File: src/rtl/calc_pkg.sv
// calc_pkg: op codes, error codes and FSM state encodings shared by the stack ALU.
package calc_pkg;
  localparam logic [2:0] OP_ADD  = 3'b000;
  localparam logic [2:0] OP_SUB  = 3'b001;
  localparam logic [2:0] OP_MUL  = 3'b010;
  localparam logic [2:0] OP_DIV  = 3'b011;
  localparam logic [2:0] OP_MOD  = 3'b100;
  localparam logic [2:0] OP_POP  = 3'b101;
  localparam logic [2:0] OP_DUP  = 3'b110;
  localparam logic [2:0] OP_SWAP = 3'b111;
  localparam logic [1:0] ERR_UNDERFLOW = 2'b00;
  localparam logic [1:0] ERR_DIVZERO   = 2'b01;
  localparam logic [1:0] ERR_ILLEGAL   = 2'b10;
  localparam logic [1:0] ERR_STACK     = 2'b11;
  typedef enum logic [3:0] {
    S_IDLE, S_CHECK, S_POP, S_WPOP, S_DIVW, S_EXEC,
    S_REPL, S_WREP, S_PUSH, S_WPSH, S_DONE, S_ERR
  } state_t;
endpackage

File: src/rtl/stack_alu_if.sv
// stack_alu_if: front-end request/status and stack handshake signals of the stack ALU.
interface stack_alu_if #(parameter int WIDTH = 32, parameter int SIZE_W = 10);
  logic              op_req;
  logic [2:0]        op_code;
  logic              busy, done, err;
  logic [1:0]        err_code;
  logic              st_push, st_pop, st_replace;
  logic [WIDTH-1:0]  st_in, st_top;
  logic [SIZE_W-1:0] st_size;
  logic              st_err, st_vld;
  modport master(output op_req, op_code, st_top, st_size, st_err, st_vld,
                 input busy, done, err, err_code, st_push, st_pop, st_replace, st_in);
  modport slave(input op_req, op_code, st_top, st_size, st_err, st_vld,
                output busy, done, err, err_code, st_push, st_pop, st_replace, st_in);
endinterface

File: src/rtl/calc_divider.sv
// calc_divider: iterative unsigned restoring divider, one quotient bit per cycle.
module calc_divider #(parameter int WIDTH = 32) (
  input  logic             clk,
  input  logic             reset_n,
  input  logic             i_start,
  input  logic [WIDTH-1:0] i_a,
  input  logic [WIDTH-1:0] i_b,
  output logic             o_busy,
  output logic             o_done,
  output logic [WIDTH-1:0] o_quot,
  output logic [WIDTH-1:0] o_rem
);
  localparam int CW = $clog2(WIDTH + 1);
  logic [WIDTH-1:0] r_quo, r_rem, r_b;
  logic [CW-1:0]    r_cnt;
  logic             r_busy;
  logic [WIDTH:0]   w_sh, w_sub;
  assign w_sh  = {r_rem, r_quo[WIDTH-1]};
  assign w_sub = w_sh - {1'b0, r_b};
  always_ff @(posedge clk)
    if (!reset_n) begin
      r_quo  <= '0;
      r_rem  <= '0;
      r_b    <= '0;
      r_cnt  <= '0;
      r_busy <= 1'b0;
    end else if (i_start) begin
      r_quo  <= i_a;
      r_rem  <= '0;
      r_b    <= i_b;
      r_cnt  <= CW'(WIDTH);
      r_busy <= 1'b1;
    end else if (r_busy) begin
      r_quo  <= {r_quo[WIDTH-2:0], ~w_sub[WIDTH]};
      r_rem  <= w_sub[WIDTH] ? w_sh[WIDTH-1:0] : w_sub[WIDTH-1:0];
      r_cnt  <= r_cnt - CW'(1);
      r_busy <= r_cnt != CW'(1);
    end
  // done flags the edge on which the last quotient bit is written
  assign o_busy = r_busy;
  assign o_done = r_busy && r_cnt == CW'(1);
  assign o_quot = r_quo;
  assign o_rem  = r_rem;
endmodule

File: src/rtl/stack_alu.sv
// stack_alu: sequences pop/replace/push handshakes to the stack for one arithmetic or stack op.
// Define CALC_DIV_EN to build the iterative divider for DIV/MOD; otherwise those ops are ILLEGAL.
module stack_alu
  import calc_pkg::*;
#(
  parameter int WIDTH  = 32,
  parameter int SIZE_W = 10
) (
  input logic       clk,
  input logic       reset_n,
  stack_alu_if.slave sif
);
  state_t            r_state, w_next;
  logic [2:0]        r_op;
  logic [WIDTH-1:0]  r_a, r_b, r_res, w_res;
  logic [1:0]        r_ecode, w_ecode;
  logic [SIZE_W-1:0] w_need;
  logic              w_divop, w_ill, w_div_wait;
  assign w_divop = r_op == OP_DIV || r_op == OP_MOD;
  assign w_need  = (r_op <= OP_MOD || r_op == OP_SWAP) ? SIZE_W'(2) : SIZE_W'(1);
`ifdef CALC_DIV_EN
  logic             w_div_start, w_div_busy, w_div_done;
  logic [WIDTH-1:0] w_quot, w_rem;
  assign w_ill       = 1'b0;
  assign w_div_start = r_state == S_WPOP && sif.st_vld && w_divop;
  assign w_div_wait  = w_div_busy && !w_div_done;
  calc_divider #(.WIDTH(WIDTH)) u_div (
    .clk(clk), .reset_n(reset_n), .i_start(w_div_start), .i_a(sif.st_top), .i_b(r_b),
    .o_busy(w_div_busy), .o_done(w_div_done), .o_quot(w_quot), .o_rem(w_rem)
  );
`else
  assign w_ill      = w_divop;
  assign w_div_wait = 1'b0;
`endif
  always_ff @(posedge clk)
    if (!reset_n) r_state <= S_IDLE;
    else r_state <= w_next;
  always_ff @(posedge clk)
    if (!reset_n) begin
      r_op    <= '0;
      r_a     <= '0;
      r_b     <= '0;
      r_res   <= '0;
      r_ecode <= '0;
    end else begin
      if (r_state == S_IDLE && sif.op_req) r_op <= sif.op_code;
      if (r_state == S_CHECK) r_b <= sif.st_top;
      if (r_state == S_WPOP && sif.st_vld) r_a <= sif.st_top;
      if (r_state == S_EXEC) r_res <= w_res;
      if (w_next == S_ERR) r_ecode <= w_ecode;
    end
  always_comb begin
    w_next  = r_state;
    w_ecode = ERR_STACK;
    case (r_state)
      S_IDLE:  w_next = sif.op_req ? S_CHECK : S_IDLE;
      S_CHECK: begin
        w_next  = w_ill || sif.st_size < w_need || (w_divop && sif.st_top == '0) ? S_ERR :
                  r_op == OP_DUP ? S_PUSH : S_POP;
        w_ecode = w_ill ? ERR_ILLEGAL : sif.st_size < w_need ? ERR_UNDERFLOW : ERR_DIVZERO;
      end
      S_POP:   w_next = S_WPOP;
      S_WPOP:  if (sif.st_vld) w_next = r_op == OP_POP ? S_DONE : w_divop ? S_DIVW : S_EXEC;
      S_DIVW:  w_next = w_div_wait ? S_DIVW : S_EXEC;
      S_EXEC:  w_next = S_REPL;
      S_REPL:  w_next = S_WREP;
      S_WREP:  if (sif.st_vld) w_next = r_op == OP_SWAP ? S_PUSH : S_DONE;
      S_PUSH:  w_next = S_WPSH;
      S_WPSH:  if (sif.st_vld) w_next = S_DONE;
      default: w_next = S_IDLE;
    endcase
    if (sif.st_err && r_state != S_IDLE && r_state != S_DONE && r_state != S_ERR) begin
      w_next  = S_ERR;
      w_ecode = ERR_STACK;
    end
  end
  // SWAP passes through EXEC so that REPL writes the old top back
  always_comb begin
    w_res = r_b;
    case (r_op)
      OP_ADD:  w_res = r_a + r_b;
      OP_SUB:  w_res = r_a - r_b;
      OP_MUL:  w_res = r_a * r_b;
`ifdef CALC_DIV_EN
      OP_DIV:  w_res = w_quot;
      OP_MOD:  w_res = w_rem;
`endif
      default: w_res = r_b;
    endcase
  end
  always_comb begin
    sif.busy       = reset_n && r_state != S_IDLE;
    sif.done       = reset_n && r_state == S_DONE;
    sif.err        = reset_n && r_state == S_ERR;
    sif.err_code   = (reset_n && r_state == S_ERR) ? r_ecode : '0;
    sif.st_pop     = reset_n && r_state == S_POP;
    sif.st_replace = reset_n && r_state == S_REPL;
    sif.st_push    = reset_n && r_state == S_PUSH;
    sif.st_in      = !reset_n ? '0 : r_state == S_PUSH ? (r_op == OP_DUP ? r_b : r_a) : r_res;
  end
endmodule

File: src/flat_wrapper.sv
// flat-port wrapper written by rule: the top's interface ports become plain ports
module stack_alu_flat import calc_pkg::*;
#(
  parameter int WIDTH  = 32,
  parameter int SIZE_W = 10
)
  (clk, reset_n, sif_op_req, sif_op_code, sif_st_top, sif_st_size, sif_st_err, sif_st_vld, sif_busy, sif_done, sif_err, sif_err_code, sif_st_push, sif_st_pop, sif_st_replace, sif_st_in);
  stack_alu_if #(.WIDTH(WIDTH), .SIZE_W(SIZE_W)) sif_i ();
  input logic clk;
  input logic reset_n;
  input wire logic [$bits(sif_i.op_req)-1:0] sif_op_req;
  input wire logic [$bits(sif_i.op_code)-1:0] sif_op_code;
  input wire logic [$bits(sif_i.st_top)-1:0] sif_st_top;
  input wire logic [$bits(sif_i.st_size)-1:0] sif_st_size;
  input wire logic [$bits(sif_i.st_err)-1:0] sif_st_err;
  input wire logic [$bits(sif_i.st_vld)-1:0] sif_st_vld;
  output wire logic [$bits(sif_i.busy)-1:0] sif_busy;
  output wire logic [$bits(sif_i.done)-1:0] sif_done;
  output wire logic [$bits(sif_i.err)-1:0] sif_err;
  output wire logic [$bits(sif_i.err_code)-1:0] sif_err_code;
  output wire logic [$bits(sif_i.st_push)-1:0] sif_st_push;
  output wire logic [$bits(sif_i.st_pop)-1:0] sif_st_pop;
  output wire logic [$bits(sif_i.st_replace)-1:0] sif_st_replace;
  output wire logic [$bits(sif_i.st_in)-1:0] sif_st_in;
  assign sif_i.op_req = sif_op_req;
  assign sif_i.op_code = sif_op_code;
  assign sif_i.st_top = sif_st_top;
  assign sif_i.st_size = sif_st_size;
  assign sif_i.st_err = sif_st_err;
  assign sif_i.st_vld = sif_st_vld;
  assign sif_busy = sif_i.busy;
  assign sif_done = sif_i.done;
  assign sif_err = sif_i.err;
  assign sif_err_code = sif_i.err_code;
  assign sif_st_push = sif_i.st_push;
  assign sif_st_pop = sif_i.st_pop;
  assign sif_st_replace = sif_i.st_replace;
  assign sif_st_in = sif_i.st_in;
  stack_alu #(.WIDTH(WIDTH), .SIZE_W(SIZE_W)) u_core (.clk(clk), .reset_n(reset_n), .sif(sif_i));
endmodule
File: config.mk
export PLATFORM = sky130hd
export DESIGN_NAME = stack_alu_flat
export DESIGN_NICKNAME = d
export VERILOG_FILES = /design/src/rtl/calc_pkg.sv /design/src/rtl/stack_alu_if.sv /design/src/rtl/calc_divider.sv /design/src/rtl/stack_alu.sv /design/src/flat_wrapper.sv
export SDC_FILE = /design/constraint.sdc
export NUM_CORES = 2
export LEC_CHECK = 0
export ABC_AREA = 0
export CORE_AREA = 2 2 158 315
export CTS_CLUSTER_DIAMETER = 40
export DETAILED_ROUTE_END_ITERATION = 10
export DIE_AREA = 0 0 160 317
export PLACE_DENSITY = 0.66
export SYNTH_ARGS = -nofsm -noshare
export SYNTH_HDL_FRONTEND = slang
export SYNTH_SLANG_ARGS = --single-unit
File: constraint.sdc
create_clock -name clk -period 8.2 [get_ports clk]
set_clock_uncertainty 0.05 [all_clocks]
set_input_delay 0.82 -clock clk [delete_from_list [all_inputs] [get_ports clk]]
set_output_delay 0.82 -clock clk [all_outputs]
set_load 0.02 [all_outputs]
==> implementation parameters <==
Parameter                              Value

Timing
  Tightest Pin Transition ... 1.06 ns
  Final hold violation count ... 0
  Maximum clock rate ... 130 MHz
  Portion of the clock cycle consumed by the worst path in the final layout ... 93.7%
  Final min period ... 7.69 ns
  Final-report max-slew violation count ... 0
  Worst-case headroom to the max-slew limit ... 29.1%
  Unrepaired setup endpoints after global routing ... no
  Final setup viols ... 0
  Accumulated negative setup slack ... 0 ns

CTS
  Clock insertion delay at the later pin of the skew report ... 0.41 ns
  Sink Count ... 105
  Clock Tree Buf Depth ... 2
  Total of cells resized after clock tree synthesis ... 0
  Maximum level of the CTS H-tree ... 3
  Hold-fix buffers at CTS ... 0
  Total clock buffers created by CTS ... 9
  TritonCTS clock tree ... done
  Setup bufs post-CTS ... 0
  Clock root buffer master ... clkbuf_16
  Clock transition at path regs ... 0.09 ns

Global routing
  Number of antenna violations at the first check in global routing ... 1
  First-pass GRT wire length ... 122000 um
  Tot GR Track Use ... 31.8%
  Pin count of the biggest net entering global routing ... 77
  Via count of the first global-routing pass ... 21700
  Global-route congestion overflow total ... 0

Logic synthesis
  Distinct cell type count after synthesis ... 71
  Yosys reg bits ... 105
  Async SR Flop Fraction ... 0%
  Net Count, Synth ... 3384
  Count of mapped cells out of synthesis ... 2768
  Mean instance size in the synthesized netlist ... 8.45 um^2
  Post-synthesis sequential area ratio ... 8.98%
  EDFF count, synth ... 0
  Primary flip-flop cell chosen by synthesis mapping ... dfxtp_1
  Post-synth design cell area ... 0.0234 mm^2
  Count of synthesis-stage warnings from yosys ... 0

Place
  DP Wirelength ... 63200 um
  Placer congestion estimate ... 0.993
  Area of placed instances ... 0.0250 mm^2
  # port buffers ... 89

Layout
  Non-Filler Cell Area, Final ... 0.0253 mm^2
  Layout cell share with drive strength beyond 1 ... 4.48%
  Final-stage net count ... 3380
  Area growth, synth to finish ... 8.29%
  Layout filler cell count ... 4705

Floorplan
  Number of cell rows ... 114
  Total I/O pin count ... 90
  Height of the die ... 317 um
  Width of the die ... 160 um
  Area of the die ... 0.0507 mm^2
  Core Box Area ... 0.0482 mm^2
  Initial Util ... 48.5%

Route
  Detailed Routing Iterations Pass 1 ... 5
  DR DRC count ... 0
  Wirelength, routed ... 78000 um
  Routed Antenna Nets ... 0
  Per-cell routed wire length ... 22.9 um
  DRC violation total after the first TritonRoute iteration ... 1240
  Number of vias per cell after detailed routing ... 5.78
  Vias ... 19700

Run status
  Result of the run ... complete, no violations

Setup path
  Crit Path Max Fanout ... 19
  Slowest CP cell ... dfxtp_1
  Buf+Inv Stages, Crit Path ... 6
  Worst Path Class, Setup ... reg2reg
  Top cell family by delay on the critical path ... adder cells
  Worst path cell trace ... buf_4 -> and2_1 -> fa_1 -> inv_1 -> fa_1 -> fa_1 -> inv_1 -> fa_1 -> ha_1 -> ha_1 -> inv_1 -> fa_1 -> inv_1 -> fa_1 -> ha_1 -> or3_1 -> o21ai_1 -> a21oi_1 -> a2111oi_0 -> buf_4 -> o21ai_0 -> and3b_1 -> o31ai_1 -> o2bb2ai_2
  Most used cell along the critical path ... fa_1
  Nature of the critical path startpoint ... register
  Data required time of the critical path ... 8.48 ns
  Worst EP arrival ... 7.97 ns
  Max stage delay on crit path ... 0.76 ns
  Element type at the critical path end ... register

Min path
  Type of the tightest min-delay check ... reg2reg

Power and ir drop
  Share of power burned in the clock network ... 14.9%
  Share of total power consumed by net switching ... 51.4%
  Combinational fraction of design power ... 61.6%
  Power density over the cells ... 126 mW/mm^2
  Reg power frac ... 23.5%
  Static power due to leakage ... 12.3 nW
  Peak VDD IR ... 0.000151 V
  Psw ... 0.00164 W
  Design internal power ... 0.00155 W

Job
  Max-capacitance violation count ... 0
## per-layer routing
| metal | global-route usage (%) | part of all wire, % |
|---|---|---|
| met3 | 3.69 | 5.4 |
| met5 | 0 | 0 |
| met2 | 59.4 | 53 |
| met4 | 21.9 | 7.9 |
| met1 | 33.2 | 34 |
## tightest hold or removal path: stages (launching register included)
cell	delay (ns)
dfxtp_1	0.32
nand2_1	0.05
a21boi_0	0.06
## registers in the layout, indices dropped and copies added (netlist names)
name,flops
u_core.r_op,3
u_core.r_ecode,2
u_core.r_b,32
u_core.r_res,32
u_core.r_a,32
u_core.r_state,4
## cell families (layout without fill, tap and decap cells)
group,count (synthesis),after routing,synth area share [%]
other,0,1,0
adders and majority gates,566,566,43.4
DFF,105,105,8.98
xor gates and xnor gates,137,137,5.22
buffers and inverters,590,591,9.47
muxes,29,29,1.24
AOI/OAI and AO/OA,396,396,11.9
and+or+nand+nor,945,945,19.8
## cells in the final DEF, fill, tap and decap left out, types with 6 or more instances in the layout
| cell | count |
|---|---|
| nor2_1 | 64 |
| o211a_1 | 35 |
| nor3_1 | 19 |
| o21ai_0 | 66 |
| a21o_1 | 14 |
| nand3_1 | 22 |
| o21bai_1 | 6 |
| o21a_1 | 13 |
| o31ai_1 | 10 |
| mux2i_1 | 29 |
| and3_1 | 6 |
| a31oi_1 | 15 |
| inv_1 | 403 |
| and2_1 | 316 |
| ha_1 | 157 |
| a221oi_1 | 16 |
| nor2b_1 | 13 |
| buf_4 | 83 |
| nand2_1 | 450 |
| o221ai_1 | 9 |
| a211oi_1 | 9 |
| a21boi_0 | 74 |
| clkdlybuf4s50_1 | 88 |
| xor2_1 | 42 |
| fa_1 | 409 |
| nand2b_1 | 8 |
| o211ai_1 | 10 |
| xnor2_1 | 93 |
| clkbuf_16 | 9 |
| or3_1 | 11 |
| a21oi_1 | 76 |
| dfxtp_1 | 104 |
| nor4_1 | 10 |
## Yosys cell counts (3+ instances only)
master / instances / share of area, %
nor3_1: 22 / 0.47
fa_1: 409 / 35
nand2_1: 451 / 7.2
o31a_1: 3 / 0.11
and2_1: 316 / 8.4
buf_1: 4 / 0.064
o31ai_1: 10 / 0.32
clkbuf_1: 183 / 2.9
a221oi_1: 16 / 0.60
nor2b_1: 13 / 0.35
mux2i_1: 29 / 1.2
o211a_1: 35 / 1.5
and3_1: 6 / 0.16
o221ai_1: 9 / 0.34
nand2b_1: 8 / 0.21
o21a_1: 13 / 0.42
a21oi_1: 76 / 1.6
xnor2_1: 93 / 3.5
a211oi_1: 9 / 0.29
nor2_1: 65 / 1.0
o21ai_0: 66 / 1.4
a31oi_1: 15 / 0.40
a31o_2: 5 / 0.19
o21bai_1: 6 / 0.19
ha_1: 157 / 8.4
or3_1: 11 / 0.29
a21o_1: 14 / 0.45
nor3b_1: 5 / 0.16
inv_1: 403 / 6.5
a2111oi_0: 4 / 0.15
a22oi_1: 4 / 0.13
nand3_1: 22 / 0.47
xor2_1: 42 / 1.6
dfxtp_1: 105 / 9.0
nor4_1: 10 / 0.27
o211ai_1: 10 / 0.32
o22ai_1: 3 / 0.080
a21boi_0: 74 / 2.4
## metrics by stage
step	total power (W)	worst slack [ns]	utilization, %	hold slack (ns)	instances
6_report	0.00319	0.515	52.6	0.424	3408
5_1_grt	0.00338	0.182	52.5	0.460	3407
4_1_cts	0.00317	0.518	52.5	0.427	3407
3_5_place_dp	0.00268	0.561	51.9	0.417	3391
3_3_place_gp	0.00267	0.613	51.9	0.403	3391
2_1_floorplan	0.00201	1.07	-	0.380	2768
## path summary, 6_finish.rpt
kind / from / endpoint / slack (ns) / depth (start not counted)
max reg2reg: u_core.r_b[3] / u_core.r_res[31] / 0.51 / 24
min: u_core.r_res[2] / u_core.r_res[2] / 0.42 / 2
min reg2reg: u_core.r_res[2] / u_core.r_res[2] / 0.42 / 2
max: u_core.r_b[3] / u_core.r_res[31] / 0.51 / 24
## layout make-up
cell class | instances | area [um^2] | share of cell area (%)
Antenna cell | 1 | 2.50 | 0.00988
Clock buffer | 11 | 253 | 0.998
Clock inverter | 5 | 42.5 | 0.168
Inverter | 403 | 1510 | 5.97
Multi-Input combinational cell | 2073 | 19100 | 75.4
Sequential cell | 105 | 2100 | 8.30
Tap cell | 638 | 798 | 3.15
Timing Repair Buffer | 172 | 1520 | 6.01
## power groups by stage
stage / Sequential [W] / Clock (W) / Combinational (W)
after global placement: 0.000752 / 0 / 0.00191
after detailed placement: 0.000756 / 0 / 0.00193
after CTS: 0.000743 / 0.000485 / 0.00194
after global routing: 0.000756 / 0.000497 / 0.00213
final: 0.000750 / 0.000476 / 0.00197
after floorplan: 0.000600 / 0 / 0.00141
Power figures use the tool's default switching activity.
